[src/rtl/uart_cmd_controller_pkg.sv]
// Shared definitions for the UART command-frame controller.
// Holds the start-of-frame marker, the 3-bit state encodings (also exported
// on debug_state) and width helpers for the timeout counter and payload
// address.
package uart_ctrl_pkg;

  localparam logic [7:0] SOF = 8'hA5;

  localparam logic [2:0] S_IDLE     = 3'd0;
  localparam logic [2:0] S_CMD      = 3'd1;
  localparam logic [2:0] S_LEN      = 3'd2;
  localparam logic [2:0] S_PAYLOAD  = 3'd3;
  localparam logic [2:0] S_CHK      = 3'd4;
  localparam logic [2:0] S_DISPATCH = 3'd5;

  // Bits needed to count from 0 up to cycles-1.
  function automatic int cnt_width(input int cycles);
    return (cycles < 2) ? 1 : $clog2(cycles);
  endfunction

  // Payload address width; never collapses to zero bits.
  function automatic int addr_width(input int depth);
    return (depth < 2) ? 1 : $clog2(depth);
  endfunction

endpackage

[src/rtl/uart_cmd_controller_if.sv]
// Receiver-side and consumer-side handshake bundle of uart_cmd_controller.
//   rx_data/rx_valid/rx_read_en : byte stream from uart_receiver
//   cmd_valid/cmd_ready         : validated-command handshake
//   cmd_code/cmd_len            : held command byte and payload length
//   pl_addr/pl_data             : combinational payload buffer read port
// master = controller view, slave = surrounding logic (receiver + consumer).
interface uart_cmd_controller_if #(
  parameter int MAX_PAYLOAD = 16
);
  localparam int AW = uart_ctrl_pkg::addr_width(MAX_PAYLOAD);

  logic [7:0]    rx_data;
  logic          rx_valid;
  logic          rx_read_en;
  logic          cmd_valid;
  logic          cmd_ready;
  logic [7:0]    cmd_code;
  logic [7:0]    cmd_len;
  logic [AW-1:0] pl_addr;
  logic [7:0]    pl_data;

  modport master (
    input  rx_data, rx_valid, cmd_ready, pl_addr,
    output rx_read_en, cmd_valid, cmd_code, cmd_len, pl_data
  );

  modport slave (
    output rx_data, rx_valid, cmd_ready, pl_addr,
    input  rx_read_en, cmd_valid, cmd_code, cmd_len, pl_data
  );

endinterface

[src/rtl/uart_cmd_controller_frame_timer.sv]
// Inter-byte gap timer.
//   clk, reset : clock and synchronous active-high reset
//   clear      : restart the count from zero
//   expired    : count has reached CYCLES-1 (holds there until cleared)
module frame_timer
  import uart_ctrl_pkg::*;
#(
  parameter int CYCLES = 10000
) (
  input  logic clk,
  input  logic reset,
  input  logic clear,
  output logic expired
);
  localparam int W = cnt_width(CYCLES);

  logic [W-1:0] count;

  assign expired = (count == W'(CYCLES - 1));

  // Holding at the terminal value keeps the counter from wrapping.
  always_ff @(posedge clk) begin
    if (reset || clear) begin
      count <= '0;
    end else if (!expired) begin
      count <= count + W'(1);
    end
  end

endmodule

[src/rtl/uart_cmd_controller.sv]
// Frame parser between uart_receiver and the command dispatcher.
// Parses SOF, CMD, LEN, payload, CHK (XOR of CMD, LEN and payload), holds a
// validated command until the consumer accepts it, and reports length,
// checksum and inter-byte timeout errors as one-cycle pulses.
//   clk, reset   : clock and synchronous active-high reset
//   bus          : receiver/consumer handshake bundle (master modport)
//   busy         : not idle
//   err_checksum : frame checksum mismatch pulse
//   err_len      : LEN above MAX_PAYLOAD pulse
//   err_timeout  : inter-byte gap expired pulse
//   debug_state  : current state encoding
module uart_cmd_controller
  import uart_ctrl_pkg::*;
#(
  parameter int CLK_FREQ    = 1_000_000,
  parameter int MAX_PAYLOAD = 16,
  parameter int TIMEOUT_MS  = 10
) (
  input  logic                  clk,
  input  logic                  reset,
  uart_cmd_controller_if.master bus,
  output logic                  busy,
  output logic                  err_checksum,
  output logic                  err_len,
  output logic                  err_timeout,
  output logic [2:0]            debug_state
);
  localparam int         TIMEOUT_CYCLES = CLK_FREQ / 1000 * TIMEOUT_MS;
  localparam int         AW             = addr_width(MAX_PAYLOAD);
  localparam int         DEPTH          = 1 << AW;
  localparam logic [7:0] MAX_LEN        = 8'(MAX_PAYLOAD);

  logic [2:0] state;
  logic [2:0] state_nxt;
  logic       consume;
  logic       in_frame;
  logic       expired;
  logic       len_bad;
  logic       chk_ok;
  logic       last_pl;
  logic [7:0] chk;
  logic [7:0] idx;
  logic [7:0] buffer [DEPTH];

  // While a command is held the receiver is back-pressured, and the cycle
  // carrying the acknowledge never takes a second byte.
  assign consume  = bus.rx_valid && !bus.rx_read_en && (state != S_DISPATCH);
  assign in_frame = state inside {S_CMD, S_LEN, S_PAYLOAD, S_CHK};
  assign len_bad  = bus.rx_data > MAX_LEN;
  assign chk_ok   = bus.rx_data == chk;
  assign last_pl  = idx == (bus.cmd_len - 8'd1);
  assign bus.pl_data = buffer[bus.pl_addr];

  frame_timer #(
    .CYCLES (TIMEOUT_CYCLES)
  ) u_timer (
    .clk     (clk),
    .reset   (reset),
    .clear   (consume || state == S_IDLE || state == S_DISPATCH),
    .expired (expired)
  );

  always_ff @(posedge clk) begin
    if (reset) begin
      state <= S_IDLE;
    end else begin
      state <= state_nxt;
    end
  end

  always_comb begin
    state_nxt = state;
    case (state)
      S_IDLE:     if (consume && bus.rx_data == SOF) state_nxt = S_CMD;
      S_CMD:      if (consume) state_nxt = S_LEN;
      S_LEN:      if (consume) state_nxt = len_bad ? S_IDLE :
                                           (bus.rx_data != 8'd0) ? S_PAYLOAD : S_CHK;
      S_PAYLOAD:  if (consume && last_pl) state_nxt = S_CHK;
      S_CHK:      if (consume) state_nxt = chk_ok ? S_DISPATCH : S_IDLE;
      S_DISPATCH: if (bus.cmd_ready) state_nxt = S_IDLE;
      default:    state_nxt = S_IDLE;
    endcase
    // A byte arriving in the expiry cycle takes priority over the timeout.
    if (in_frame && expired && !consume) state_nxt = S_IDLE;
  end

  always_comb begin
    busy          = state != S_IDLE;
    debug_state   = state;
    bus.cmd_valid = state == S_DISPATCH;
  end

  // Control registers: acknowledge, error pulses, held command header.
  always_ff @(posedge clk) begin
    if (reset) begin
      bus.rx_read_en <= 1'b0;
      err_len        <= 1'b0;
      err_checksum   <= 1'b0;
      err_timeout    <= 1'b0;
      bus.cmd_code   <= 8'd0;
      bus.cmd_len    <= 8'd0;
    end else begin
      bus.rx_read_en <= consume;
      err_len        <= consume && state == S_LEN && len_bad;
      err_checksum   <= consume && state == S_CHK && !chk_ok;
      err_timeout    <= !consume && expired && in_frame;
      if (consume && state == S_CMD) bus.cmd_code <= bus.rx_data;
      if (consume && state == S_LEN && !len_bad) bus.cmd_len <= bus.rx_data;
    end
  end

  // Datapath: running checksum, payload index and buffer are re-initialised
  // by each frame, so they carry no reset.
  always_ff @(posedge clk) begin
    if (consume) begin
      case (state)
        S_IDLE: if (bus.rx_data == SOF) chk <= 8'd0;
        S_CMD:  chk <= chk ^ bus.rx_data;
        S_LEN:
          if (!len_bad) begin
            chk <= chk ^ bus.rx_data;
            idx <= 8'd0;
          end
        S_PAYLOAD: begin
          buffer[idx[AW-1:0]] <= bus.rx_data;
          chk                 <= chk ^ bus.rx_data;
          idx                 <= idx + 8'd1;
        end
        default: ;
      endcase
    end
  end

endmodule

[src/flat_wrapper.sv]
// flat-port wrapper written by rule: the top's interface ports become plain ports
module uart_cmd_controller_flat import uart_ctrl_pkg::*;
#(
  parameter int CLK_FREQ    = 1_000_000,
  parameter int MAX_PAYLOAD = 16,
  parameter int TIMEOUT_MS  = 10
)
  (clk, reset, busy, err_checksum, err_len, err_timeout, debug_state, bus_rx_data, bus_rx_valid, bus_cmd_ready, bus_pl_addr, bus_rx_read_en, bus_cmd_valid, bus_cmd_code, bus_cmd_len, bus_pl_data);
  uart_cmd_controller_if #(.MAX_PAYLOAD(MAX_PAYLOAD)) bus_i ();
  input  logic clk;
  input  logic reset;
  output logic busy;
  output logic err_checksum;
  output logic err_len;
  output logic err_timeout;
  output logic [2:0] debug_state;
  input wire logic [$bits(bus_i.rx_data)-1:0] bus_rx_data;
  input wire logic [$bits(bus_i.rx_valid)-1:0] bus_rx_valid;
  input wire logic [$bits(bus_i.cmd_ready)-1:0] bus_cmd_ready;
  input wire logic [$bits(bus_i.pl_addr)-1:0] bus_pl_addr;
  output wire logic [$bits(bus_i.rx_read_en)-1:0] bus_rx_read_en;
  output wire logic [$bits(bus_i.cmd_valid)-1:0] bus_cmd_valid;
  output wire logic [$bits(bus_i.cmd_code)-1:0] bus_cmd_code;
  output wire logic [$bits(bus_i.cmd_len)-1:0] bus_cmd_len;
  output wire logic [$bits(bus_i.pl_data)-1:0] bus_pl_data;
  assign bus_i.rx_data = bus_rx_data;
  assign bus_i.rx_valid = bus_rx_valid;
  assign bus_i.cmd_ready = bus_cmd_ready;
  assign bus_i.pl_addr = bus_pl_addr;
  assign bus_rx_read_en = bus_i.rx_read_en;
  assign bus_cmd_valid = bus_i.cmd_valid;
  assign bus_cmd_code = bus_i.cmd_code;
  assign bus_cmd_len = bus_i.cmd_len;
  assign bus_pl_data = bus_i.pl_data;
  uart_cmd_controller #(.CLK_FREQ(CLK_FREQ), .MAX_PAYLOAD(MAX_PAYLOAD), .TIMEOUT_MS(TIMEOUT_MS)) u_core (.clk(clk), .reset(reset), .bus(bus_i), .busy(busy), .err_checksum(err_checksum), .err_len(err_len), .err_timeout(err_timeout), .debug_state(debug_state));
endmodule
[config.mk]
export PLATFORM = sky130hd
export DESIGN_NAME = uart_cmd_controller_flat
export DESIGN_NICKNAME = d
export VERILOG_FILES = /design/src/rtl/uart_cmd_controller_pkg.sv /design/src/rtl/uart_cmd_controller_if.sv /design/src/rtl/uart_cmd_controller_frame_timer.sv /design/src/rtl/uart_cmd_controller.sv /design/src/flat_wrapper.sv
export SDC_FILE = /design/constraint.sdc
export NUM_CORES = 1
export LEC_CHECK = 0
export ABC_AREA = 1
export CORE_MARGIN = 10
export CORE_UTILIZATION = 54
export DETAILED_ROUTE_END_ITERATION = 7
export HOLD_SLACK_MARGIN = 0.08
export PLACE_DENSITY_LB_ADDON = 0.15
export SYNTH_ARGS = -nofsm -noshare
export SYNTH_HDL_FRONTEND = slang
export SYNTH_HIERARCHICAL = 1
export SYNTH_SLANG_ARGS = --single-unit
export TNS_END_PERCENT = 50
[constraint.sdc]
create_clock -name clk -period 2.18 [get_ports clk]
set_clock_uncertainty 0.1 [all_clocks]
set_input_delay 0.436 -clock clk [delete_from_list [all_inputs] [get_ports clk]]
set_output_delay 0.436 -clock clk [all_outputs]
set_load 0.02 [all_outputs]
==> results.toml <==
[yosys]
yosys_warnings = 6
syn_area_um2 = 8130
netlist_top_cells_count = "edfxtp_1 (144), nand2_1 (92), inv_1 (85), nor2_1 (72), a21oi_1 (54)"
synth.distinct_cells = 40
synth-main-ff-cell = "edfxtp_1"
ys_seq_elements = 181
synth_nets = 773
yosysSeqAreaShare = 0.623
synth_area_leaders = "edfxtp_1 (53%), dfxtp_1 (9.1%), nand2_1 (4.2%), mux2i_1 (3.9%), inv_1 (3.9%)"
syn_area_per_cell_um2 = 10.8
synth_top_area_share = 0.532
synthCells = 751
synth_most_common_cell = "edfxtp_1"
synth_enable_flop_cells = 144
synth-async-reset-ratio = 0
yosysTopAreaCell = "edfxtp_1"

[sta]
max_freq_mhz = 477
hold_viol = 0
maxSlewViolCount = 0
worst_hold_slack_ns = 0.374
fin_crit_sh = 0.961
max_slew_margin = 0.773
rsz0062_at_grt = "yes"
worstMarginPinSlew_ns = 0.331
finalSetupViolations = 0
final.min_clock_period_ns = 2.10

[worst_hold_path]
hold_path.class = "reg2reg"

[setup_path]
arrival_ns = 1.56
crit_chain = "buf_6, buf_12, mux2i_1, o211ai_1, nand3_1, nand2_1, buf_4"
critical_path_class = "in2out"
cp_data_required_time_ns = 1.64
endpoint_kind = "output pin"
crit_path_start_kind = "primary input"
critPathMaxStageDelay_ns = 0.36
rrSetupSlack_ns = 0.15
crit_path_top_delay_cell = "mux2i_1"
crit_fanout = 25

[die]
die_h_um = 143
start_util = 0.555
ios = 49
dieArea_um2 = 20400
die_x_um = 143
rows = 44
core_um2 = 14600

[finish]
syn_to_final_growth_pct = 22.8
drive_gt1_frac = 0.181
diodes = 0
nNetsFinal = 883
fin_cells = 1058

[detailed_routing]
wirelength_mm = 19.6
drtIter0Drc = 503
wl_per_cell_um = 18.6
ant_nets = 0
vias = 5911
drcViolationCount = 0
via_per_inst = 5.59
dr.pass1.iters = 7

[clock_network]
clk_pin_slew_ns = 0.06
cts_htree_levels = 4
cts_sinks = 181
tritoncts = "done"
clkLatencyLatePin_ns = 0.43
cts_hold_buf = 0
clock-root-buffer = "clkbuf_16"
numCtsBuffers = 17
cts_buffer_depth = 2

[power_and_ir_drop]
peakVddDrop_v = 0.000621
clkPwrFrac = 0.393
p_int_w = 0.00615
power_density_nw_per_um2 = 814
power_w = 0.00813
p_comb_frac = 0.130
power_switching_w = 0.00198
p_leak_nw = 3.79
netSwitchingFraction = 0.243
seqPwrFrac = 0.477

[global_route]
grt_use_total = 0.196
antenna_found_initial = 0
grt_pass1_vias = 5806
grt_pass1_wl_mm = 30.8
grt_max_degree = 33
grt.overflow.total = 0

[status]
outcome = "completed"

[placed_design]
routabilityCongestion = 0.878
io_buffers = 48
dp.cells = 1022
dp_hpwl_mm = 13.3

[job]
cap_violations = 0
-- cell type report --
class / count / area [µm²]
Sequential cell: 181 / 5070
Fill cell: 1074 / 4660
Multi-Input combinational cell: 449 / 2600
Timing Repair Buffer: 118 / 1120
Clock buffer: 20 / 437
Inverter: 94 / 357
Tap cell: 184 / 230
Clock inverter: 12 / 178
-- sequential cells by signal, summed over array words and instances, names as in the netlist --
name	flops
u_core/buffer	128
u_core/u_timer/count	14
u_core/bus.cmd_code	8
u_core/bus.cmd_len	8
u_core/chk	8
u_core/idx	8
u_core/debug_state	3
u_core/bus.rx_read_en	1
u_core/err_checksum	1
u_core/err_len	1
u_core/err_timeout	1
-- cell usage in the layout (no fill, tap or decap), drive strengths merged --
cell type	n
clkdlybuf4s50	34
a21oi	57
nor4	2
mux2i	32
bufinv	4
a22o	1
dlygate4sd2	3
nand2	99
or2	2
clkinv	3
clkbuf	21
buf	79
and3	2
edfxtp	144
nor2	86
nand4	4
o211ai	32
nand3	38
dfxtp	37
ha	6
nor3	10
o21ai	49
xnor2	8
a211oi	9
o21bai	1
inv	95
bufbuf	1
xor2	8
clkinvlp	4
nor3b	3
-- power groups by stage --
| stage | combinational [W] | clock (W) | sequential (W) |
|---|---|---|---|
| after floorplan | 0.000562 | 0 | 0.00397 |
| after global placement | 0.00101 | 0 | 0.00394 |
| after detailed placement | 0.00104 | 0 | 0.00395 |
| after CTS | 0.00105 | 0.00323 | 0.00387 |
| after global routing | 0.00115 | 0.00339 | 0.00388 |
| final | 0.00105 | 0.00320 | 0.00388 |
-- critical path, delay by kind of cell --
family                 cells  cell delay [ns]
buffers and inverters      3             0.49
multiplexers               1             0.36
AND/OR/NAND/NOR            2             0.15
AO/OA/AOI/OAI              1             0.12
-- metrics by stage --
step	TNS (ns)	cell area, µm²	worst slack [ns]	util
floorplan	-1.88	8130	-0.0781	-
global placement	-14.61	9290	-0.658	0.634
detailed placement	-18.63	9290	-0.706	0.634
CTS	-0.0526	9990	-0.0365	0.682
global route	-0.0420	9990	-0.0331	0.682
finish	0	9990	0.0845	0.682
-- cells by family (layout without fill, tap and decap cells) --
kind of cell               count (synthesis)  count (layout)  synth area share
DFF                                      181             181             0.623
muxes                                     32              32            0.0394
AOI/OAI and AO/OA                        149             149             0.108
adders and majority gates                  6               6           0.00923
and+or+nand+nor                          246             246             0.143
buffers and inverters                    121             244            0.0605
xor gates and xnor gates                  16              16            0.0172
-- worst paths after layout --
kind                                         from                                  end  cells past startpoint
max                                bus_pl_addr[0]                       bus_pl_data[1]                      7
min           u_core/bus.cmd_code[6]$_SDFFE_PP0P_  u_core/bus.cmd_code[6]$_SDFFE_PP0P_                      2
max reg2reg  u_core/u_timer/count[0]$_SDFFE_PP0P_   u_core/debug_state[0]$_SDFFE_PP0P_                     11
min reg2reg   u_core/bus.cmd_code[6]$_SDFFE_PP0P_  u_core/bus.cmd_code[6]$_SDFFE_PP0P_                      2
-- what timing repair did --
action,CTS,global route
endpoints found under the setup margin,11,9
setup buffers,2,0
gates cloned,2,0
gates resized for setup,51,14
pin swaps,2,5
-- per-layer routing --
metal	vias to the layer above	GRT usage	wire (µm)
met1	2827	0.245	8590
met4	0	0.105	745
met5	-	0	0
li1	2827	-	-
met2	208	0.306	9000
met3	49	0.0531	1310
(Power assumes the default switching activity.)
